File: src/rtl/event_counter_bank.sv
// rtl/event_counter_bank.sv - multi-channel event counter bank with snapshot readout stream
//
// Counts qualifying events on NCH single-bit inputs into W-bit counters.
// SAT selects saturate (1) or wrap (0) on overflow; ovf flags are sticky
// until clr or rst. A snapshot of all counters is streamed out one channel
// per beat over a valid/ready handshake.
//
// Optional feature macro: EVENT_COUNTER_BANK_EDGE_EN
//   defined   : count rising edges of ev[i]
//   undefined : count every cycle ev[i] is high
//
// Ports:
//   clk       clock, all state on rising edge
//   rst       asynchronous active-high reset
//   en        global count enable
//   ev        per-channel event inputs
//   clr       synchronous clear of counters and ovf
//   rd_req    start snapshot readout (accepted only when idle)
//   rd_busy   readout in progress
//   rd_valid  rd_ch/rd_data hold a valid beat
//   rd_ready  consumer accepts current beat
//   rd_ch     channel index of current beat
//   rd_data   snapshot count of channel rd_ch
//   ovf       sticky per-channel overflow flags

module event_counter_bank #(
  parameter int NCH = 2,
  parameter int W   = 8,
  parameter bit SAT = 1'b1
) (
  input  logic                                  clk,
  input  logic                                  rst,
  input  logic                                  en,
  input  logic [NCH-1:0]                        ev,
  input  logic                                  clr,
  input  logic                                  rd_req,
  output logic                                  rd_busy,
  output logic                                  rd_valid,
  input  logic                                  rd_ready,
  output logic [((NCH > 1) ? $clog2(NCH) : 1)-1:0] rd_ch,
  output logic [W-1:0]                          rd_data,
  output logic [NCH-1:0]                        ovf
);

  localparam int CW = (NCH > 1) ? $clog2(NCH) : 1;
  localparam logic [W-1:0] MAXV = {W{1'b1}};
  localparam logic [CW-1:0] LAST_IDX = CW'(NCH - 1);

  typedef enum logic {IDLE, SEND} state_t;

  logic [NCH-1:0] hit;
  logic [W-1:0]   cnt    [NCH];
  logic [W-1:0]   shadow [NCH];
  state_t         state_q, state_d;
  logic [CW-1:0]  idx_q;
  logic [CW-1:0]  idx_nxt;
  logic           load;
  logic           advance;
  logic           last;

`ifdef EVENT_COUNTER_BANK_EDGE_EN
  logic [NCH-1:0] prev;

  // Edge history tracks ev unconditionally so an event held across a
  // disabled or cleared cycle is not recounted once counting resumes.
  always_ff @(posedge clk or posedge rst) begin
    if (rst) begin
      prev <= '0;
    end else begin
      prev <= ev;
    end
  end

  assign hit = ev & ~prev & {NCH{en}};
`else
  assign hit = ev & {NCH{en}};
`endif

  always_ff @(posedge clk or posedge rst) begin
    if (rst) begin
      for (int i = 0; i < NCH; i++) cnt[i] <= '0;
      ovf <= '0;
    end else if (clr) begin
      for (int i = 0; i < NCH; i++) cnt[i] <= '0;
      ovf <= '0;
    end else begin
      for (int i = 0; i < NCH; i++) begin
        if (hit[i]) begin
          if (cnt[i] == MAXV) begin
            ovf[i] <= 1'b1;
            cnt[i] <= SAT ? MAXV : '0;
          end else begin
            cnt[i] <= cnt[i] + 1'b1;
          end
        end
      end
    end
  end

  always_ff @(posedge clk or posedge rst) begin
    if (rst) begin
      state_q <= IDLE;
    end else begin
      state_q <= state_d;
    end
  end

  assign last    = (idx_q == LAST_IDX);
  assign idx_nxt = idx_q + 1'b1;

  always_comb begin
    state_d  = state_q;
    load     = 1'b0;
    advance  = 1'b0;
    rd_busy  = 1'b0;
    rd_valid = 1'b0;
    case (state_q)
      IDLE: begin
        if (rd_req) begin
          load    = 1'b1;
          state_d = SEND;
        end
      end
      SEND: begin
        rd_busy  = 1'b1;
        rd_valid = 1'b1;
        if (rd_ready) begin
          advance = 1'b1;
          if (last) state_d = IDLE;
        end
      end
      default: state_d = IDLE;
    endcase
  end

  // rd_data is a register of its own: it is loaded straight from the live
  // counter for beat 0 and from the shadow copy for later beats, so the
  // output never sits behind a combinational mux.
  always_ff @(posedge clk or posedge rst) begin
    if (rst) begin
      for (int i = 0; i < NCH; i++) shadow[i] <= '0;
      idx_q   <= '0;
      rd_data <= '0;
    end else if (load) begin
      for (int i = 0; i < NCH; i++) shadow[i] <= cnt[i];
      idx_q   <= '0;
      rd_data <= cnt[0];
    end else if (advance) begin
      if (last) begin
        idx_q   <= '0;
        rd_data <= '0;
      end else begin
        idx_q   <= idx_nxt;
        rd_data <= shadow[idx_nxt];
      end
    end
  end

  assign rd_ch = idx_q;

endmodule

File: config.mk
export PLATFORM = sky130hd
export DESIGN_NAME = event_counter_bank
export DESIGN_NICKNAME = d
export VERILOG_FILES = /design/src/rtl/event_counter_bank.sv
export SDC_FILE = /design/constraint.sdc
export NUM_CORES = 1
export LEC_CHECK = 0
export BUFFER_PORTS_ARGS = -buffer_cell sky130_fd_sc_hd__buf_2
export CAP_MARGIN = 20
export CORE_MARGIN = 5
export CORE_UTILIZATION = 56
export DETAILED_ROUTE_END_ITERATION = 8
export PLACE_DENSITY = 0.76
export SLEW_MARGIN = 10
export SYNTH_ARGS = -nofsm -noshare
export SYNTH_HDL_FRONTEND = slang
export SYNTH_SLANG_ARGS = --single-unit
File: constraint.sdc
create_clock -name clk -period 1.5 [get_ports clk]
set_input_delay 0.15 -clock clk [delete_from_list [all_inputs] [get_ports clk]]
set_output_delay 0.15 -clock clk [all_outputs]
set_load 0.01 [all_outputs]
After elaboration in Yosys (flattened, before gate mapping)

Index checks and enable logic that the tools add are counted.

Add/subtract/negate cells: 3
Magnitude comparators: 1
Equal/unequal tests: 2
Multiplexer cells: 27
Bitwise operators: 3
Reduce and logical (&&, ||, !) cells: 7

Operators with widths:

| operator              | count |
|---|---|
| $mux W8               | 10 |
| $add A8 B1 Y8 const B | 2 |
| $eq A8 B8 Y1 const B  | 2 |
| $mux W16              | 1 |
| $mux W1               | 14 |
| $reduce_bool A2 Y1    | 5 |
| $reduce_and A2 Y1     | 2 |
| $and A2 B2 Y2         | 1 |
| $ge A2 B2 Y1 const B  | 1 |
| $mux W2               | 1 |
| $not A1 Y2            | 1 |
| $pmux W1 S2           | 1 |
| $add A1 B1 Y1 const B | 1 |
| $not A1 Y1            | 1 |

Register bits after elaboration: 44
Bits of input ports: 8
Output and inout port bits: 13
Word-level logic and storage cells: 52

Depth between registers and ports, before layout

Depth after elaboration: 8
Gate-level depth with buffers: 5
Mapped depth without buffers: 4

Worst setup path before layout

OpenSTA, ideal clock, no wires.

Path type: reg-to-reg
From: register cnt[0] (netlist bit)
To: register cnt[1] (netlist bit)
Library setup time: 0.138 ns
Arrival: 1.193 ns
Data required time: 1.362 ns
Slack: 0.169 ns
Cell stages (with the launch flop): 6
Path buffers: 1
Period minus slack after synthesis: 1.331 ns
Path through: dfrtp_1 ha_1 and4_1 buf_4 a21oi_1 a211oi_1

Word-level cells in the longest chain between the ends: 4
Elaborated cells between the ends (all ways): 5
Those cells by class: add/sub: 1; eq/ne: 1; mux: 3

Ends and longest elaborated chain:

| what                                          | line   | source |
|---|---|---|
| from (decl)                                   | 52     | `logic [W-1:0] cnt [NCH];` |
| from (signal, indexed assignment)             | 91     | `cnt[i] <= SAT ? MAXV : '0;` |
| from (signal, indexed assignment)             | 93     | `cnt[i] <= cnt[i] + 1'b1;` |
| $add A8 B1 Y8 or $eq A8 B8 Y1 (tied branches) | 93, 89 |  |
| $mux W8 (*)                                   | 89     | `if (cnt[i] == MAXV) begin` |
| $mux W8 (*)                                   | 88     | `if (hit[i]) begin` |
| $mux W16 (*)                                  | 83     | `end else if (clr) begin` |

Mark *: on every way between the ends. The rest lies on a longest branch, timed or not. The select of a mux whose other input is x is not followed.
A chain may end at the register's enable or synchronous reset.

Worst setup path in the final report

From: register cnt[1] (netlist bit)
To: register cnt[1] (netlist bit)

Same word-level chain as after synthesis.

==> results.py <==
metrics = {
    "place": {
        "place_congestion": 0.869,
        "hpwl_um": 2330,
        "portBuffers": 20,
        "postPlaceCellArea_um2": 1820,
    },
    "critical_path": {
        "worstPathMaxFanout": 6,
        "path_class": "reg -> reg",
        "path_delay_family": "flip-flops",
        "slowest_stage": "dfrtp_1",
        "crit_required_ps": 1740,
        "crit_buf_inv": 0,
        "cp-start-kind": "register",
        "crit_path_cell_trace": "ha_2 -> and4_2 -> a21oi_1 -> a211oi_1",
        "slowest_delay_ps": 390,
        "critPathArrivalTime_ps": 1640,
        "cp-end-kind": "register",
    },
    "floorplanning": {
        "dieArea_um2": 4300,
        "die_y_um": 65.5,
        "die_w_um": 65.5,
        "ios": 21,
        "start_util": 0.575,
        "fp-row-count": 20,
        "core_um2": 3000,
    },
    "yosys": {
        "postSynthAreaPerCell_um2": 10.7,
        "ys.flop_type": "dfrtp_1",
        "yosys_warnings": 0,
        "synth.cell_area_um2": 1730,
        "synthCells": 162,
        "synth-edff-count": 0,
        "ys_seq_elements": 36,
        "async_flop_share": 1.00,
        "syn_nets": 172,
        "yosysSeqAreaShare": 0.521,
        "yosysUniqueCellTypes": 39,
    },
    "cells_and_area": {
        "multiInputGateArea_um2": 737,
        "finalInstanceArea_um2": 1960,
        "area_growth_pct": 13.2,
        "final-seq-area_um2": 901,
        "fin_nets": 196,
        "fillCellCount": 253,
        "antenna_cells": 0,
        "final_layout_size_suffix_gt1_frac": 0.278,
    },
    "routing": {
        "drt_iter0_drc": 104,
        "routedWlPerCell_um": 15.5,
        "via_per_inst": 6.07,
        "drcViolationCount": 0,
        "vias": 1335,
        "drt-total-wl_um": 3410,
        "antenna_left": 0,
        "drt-pass1-iter-count": 6,
    },
    "grt": {
        "grt_max_degree": 37,
        "antenna_found_initial": 0,
        "grt_pass1_wl_um": 5710,
        "grt_use_total": 0.173,
        "grt_pass1_vias": 1268,
        "grt_overflow": 0,
    },
    "power_and_ir_drop": {
        "combPwrFrac": 0.165,
        "p_sw_uw": 587,
        "internal_power_uw": 1650,
        "power_density_nw_per_um2": 1140,
        "power_frac_clock": 0.338,
        "swShare": 0.263,
        "p_seq_frac": 0.497,
        "cellLeakagePower_uw": 0.000938,
        "vdd_drop_max_mv": 0.982,
    },
    "timing": {
        "fmax_ghz": 0.714,
        "layout_min_cycle_time_ps": 1400,
        "setup_viol": 0,
        "min_period_over_period": 0.934,
        "fin_tns_setup_ps": 0,
        "final_max_slew_viol_count": 0,
        "max_slew_margin": 0.647,
        "finalClockSkew_ps": 4.83,
        "tightest_slew_ps": 520,
        "rsz0062_at_grt": "no",
        "hold_violations": 0,
    },
    "cts": {
        "clock_latency_ps": 330,
        "root_buffer": "clkbuf_4",
        "htree_levels": 2,
        "cts_tree": "yes",
        "clk_pin_slew_ps": 110,
        "clk_path_buf_depth": 2,
        "cts_sinks": 36,
        "cts_buffers": 5,
    },
    "run_status": {
        "outcome": "completed",
    },
    "job": {
        "drv_cap": 0,
    },
    "hold_path": {
        "hold_class": "in -> reg",
    },
}
## synthesized netlist by cell type, types with 2 or more instances
cell | count | area [um2]
a31oi_1 | 7 | 43.8
ha_1 | 2 | 25.0
buf_4 | 3 | 22.5
buf_6 | 3 | 33.8
nand2_1 | 22 | 82.6
nor4_1 | 4 | 25.0
mux2_2 | 8 | 90.1
nor2b_1 | 2 | 12.5
and3_2 | 2 | 15.0
or3_1 | 3 | 18.8
and3_1 | 4 | 25.0
a41oi_1 | 2 | 17.5
inv_1 | 7 | 26.3
o21ai_0 | 3 | 15.0
nor2_1 | 2 | 7.51
nand3_1 | 5 | 25.0
a311oi_1 | 2 | 17.5
a211oi_1 | 6 | 45.0
dfrtp_1 | 36 | 901
a22oi_1 | 8 | 60.1
clkbuf_1 | 2 | 7.51
a21oi_1 | 10 | 50.1
nor3_1 | 3 | 15.0
## final cells by class
type                       instances  share of cell area
clock buffer                       7              0.0333
clock inverter                     1              0.0154
inverter                           7              0.0134
multi-input combinational        109               0.377
sequential                        36               0.461
tap                               33              0.0211
timing repair buffer              27              0.0793
## kinds of logic (layout without fill, tap and decap cells)
group | count (synthesis) | after routing | share of synthesized area
multiplexers | 10 | 10 | 0.0659
AO/OA/AOI/OAI | 41 | 41 | 0.158
XOR/XNOR | 2 | 2 | 0.0101
buffers and inverters | 17 | 42 | 0.0572
AND/OR/NAND/NOR | 54 | 54 | 0.173
adder cells (fa/ha/maj) | 2 | 2 | 0.0145
flip-flops | 36 | 36 | 0.521
## sequential cells by signal (all words and copies together), names as in the netlist
name and cells:
rd_data 8, shadow 8, ovf 2, cnt 16, state_q 1, rd_ch 1
## layer usage
| layer | routed length (um) | global-route usage | up-vias | share of wire |
|---|---|---|---|---|
| met4 | 33 | 0.0570 | 0 | 0.0097 |
| met3 | 176 | 0.0496 | 4 | 0.052 |
| met5 | 0 | 0 | - | 0 |
| met1 | 1580 | 0.226 | 649 | 0.46 |
| met2 | 1620 | 0.278 | 43 | 0.47 |
| li1 | - | - | 639 | - |
## worst paths after layout
kind,slack (ps),depth (start not counted),endpoint,start
worst max-delay path,100,4,cnt[1]$_DFFE_PP0P_,cnt[1]$_DFFE_PP0P_
worst min-delay path,40,2,state_q$_DFF_PP0_,rd_ready
worst max register to register,100,4,cnt[1]$_DFFE_PP0P_,cnt[1]$_DFFE_PP0P_
worst min register to register,510,2,rd_data[4]$_DFFE_PP0P_,shadow[4]$_DFFE_PP0P_
max in group asynchronous,750,4,rd_ch$_DFFE_PP0P_,rst
min in group asynchronous,450,4,cnt[0]$_DFFE_PP0P_,rst
## layout by cell type (no fill, tap or decap), types with 2 or more instances in the layout
cell and count:
clkbuf_8 2, and3_2 2, buf_2 20, o21ai_0 3, buf_4 6, nor3_1 3
nor4_1 4, a21oi_1 10, a41oi_1 2, a311oi_1 2, a22oi_1 8, or3_1 3
dfrtp_1 36, nand3_1 4, nand3_2 2, nor2_1 2, inv_1 7, a211oi_1 6
clkbuf_4 5, and4_2 2, and3_1 4, a31oi_1 7, nand2_1 22, mux2_2 8
nor2b_1 2
## timing repair
item                                    4_1_cts  5_1_grt
hold buffers                                  1        0
setup buffers                                 0        3
gates resized for setup                       1        2
endpoints found under the setup margin        1        5
endpoints found under the hold margin        36        0
## power groups by stage
stage	clock (uW)	sequential, uW	combinational, uW
global placement	0	1130	353
global route	811	1120	403
finish	756	1110	368
floorplan	0	1150	253
detailed placement	0	1130	358
CTS	768	1110	363
## metrics by stage
step / total power, uW / hold WS, ps / setup slack [ps] / utilization / cells
floorplan: 1400 / 253 / 169 / - / 162
global placement: 1480 / 264 / 133 / 0.606 / 208
detailed placement: 1490 / 277 / 12.5 / 0.606 / 208
CTS: 2240 / 28.3 / 12.6 / 0.641 / 217
global route: 2340 / 33.3 / 11.4 / 0.651 / 220
finish: 2230 / 41.4 / 99.7 / 0.651 / 220
Note: power is estimated with default switching activity, not from simulation.
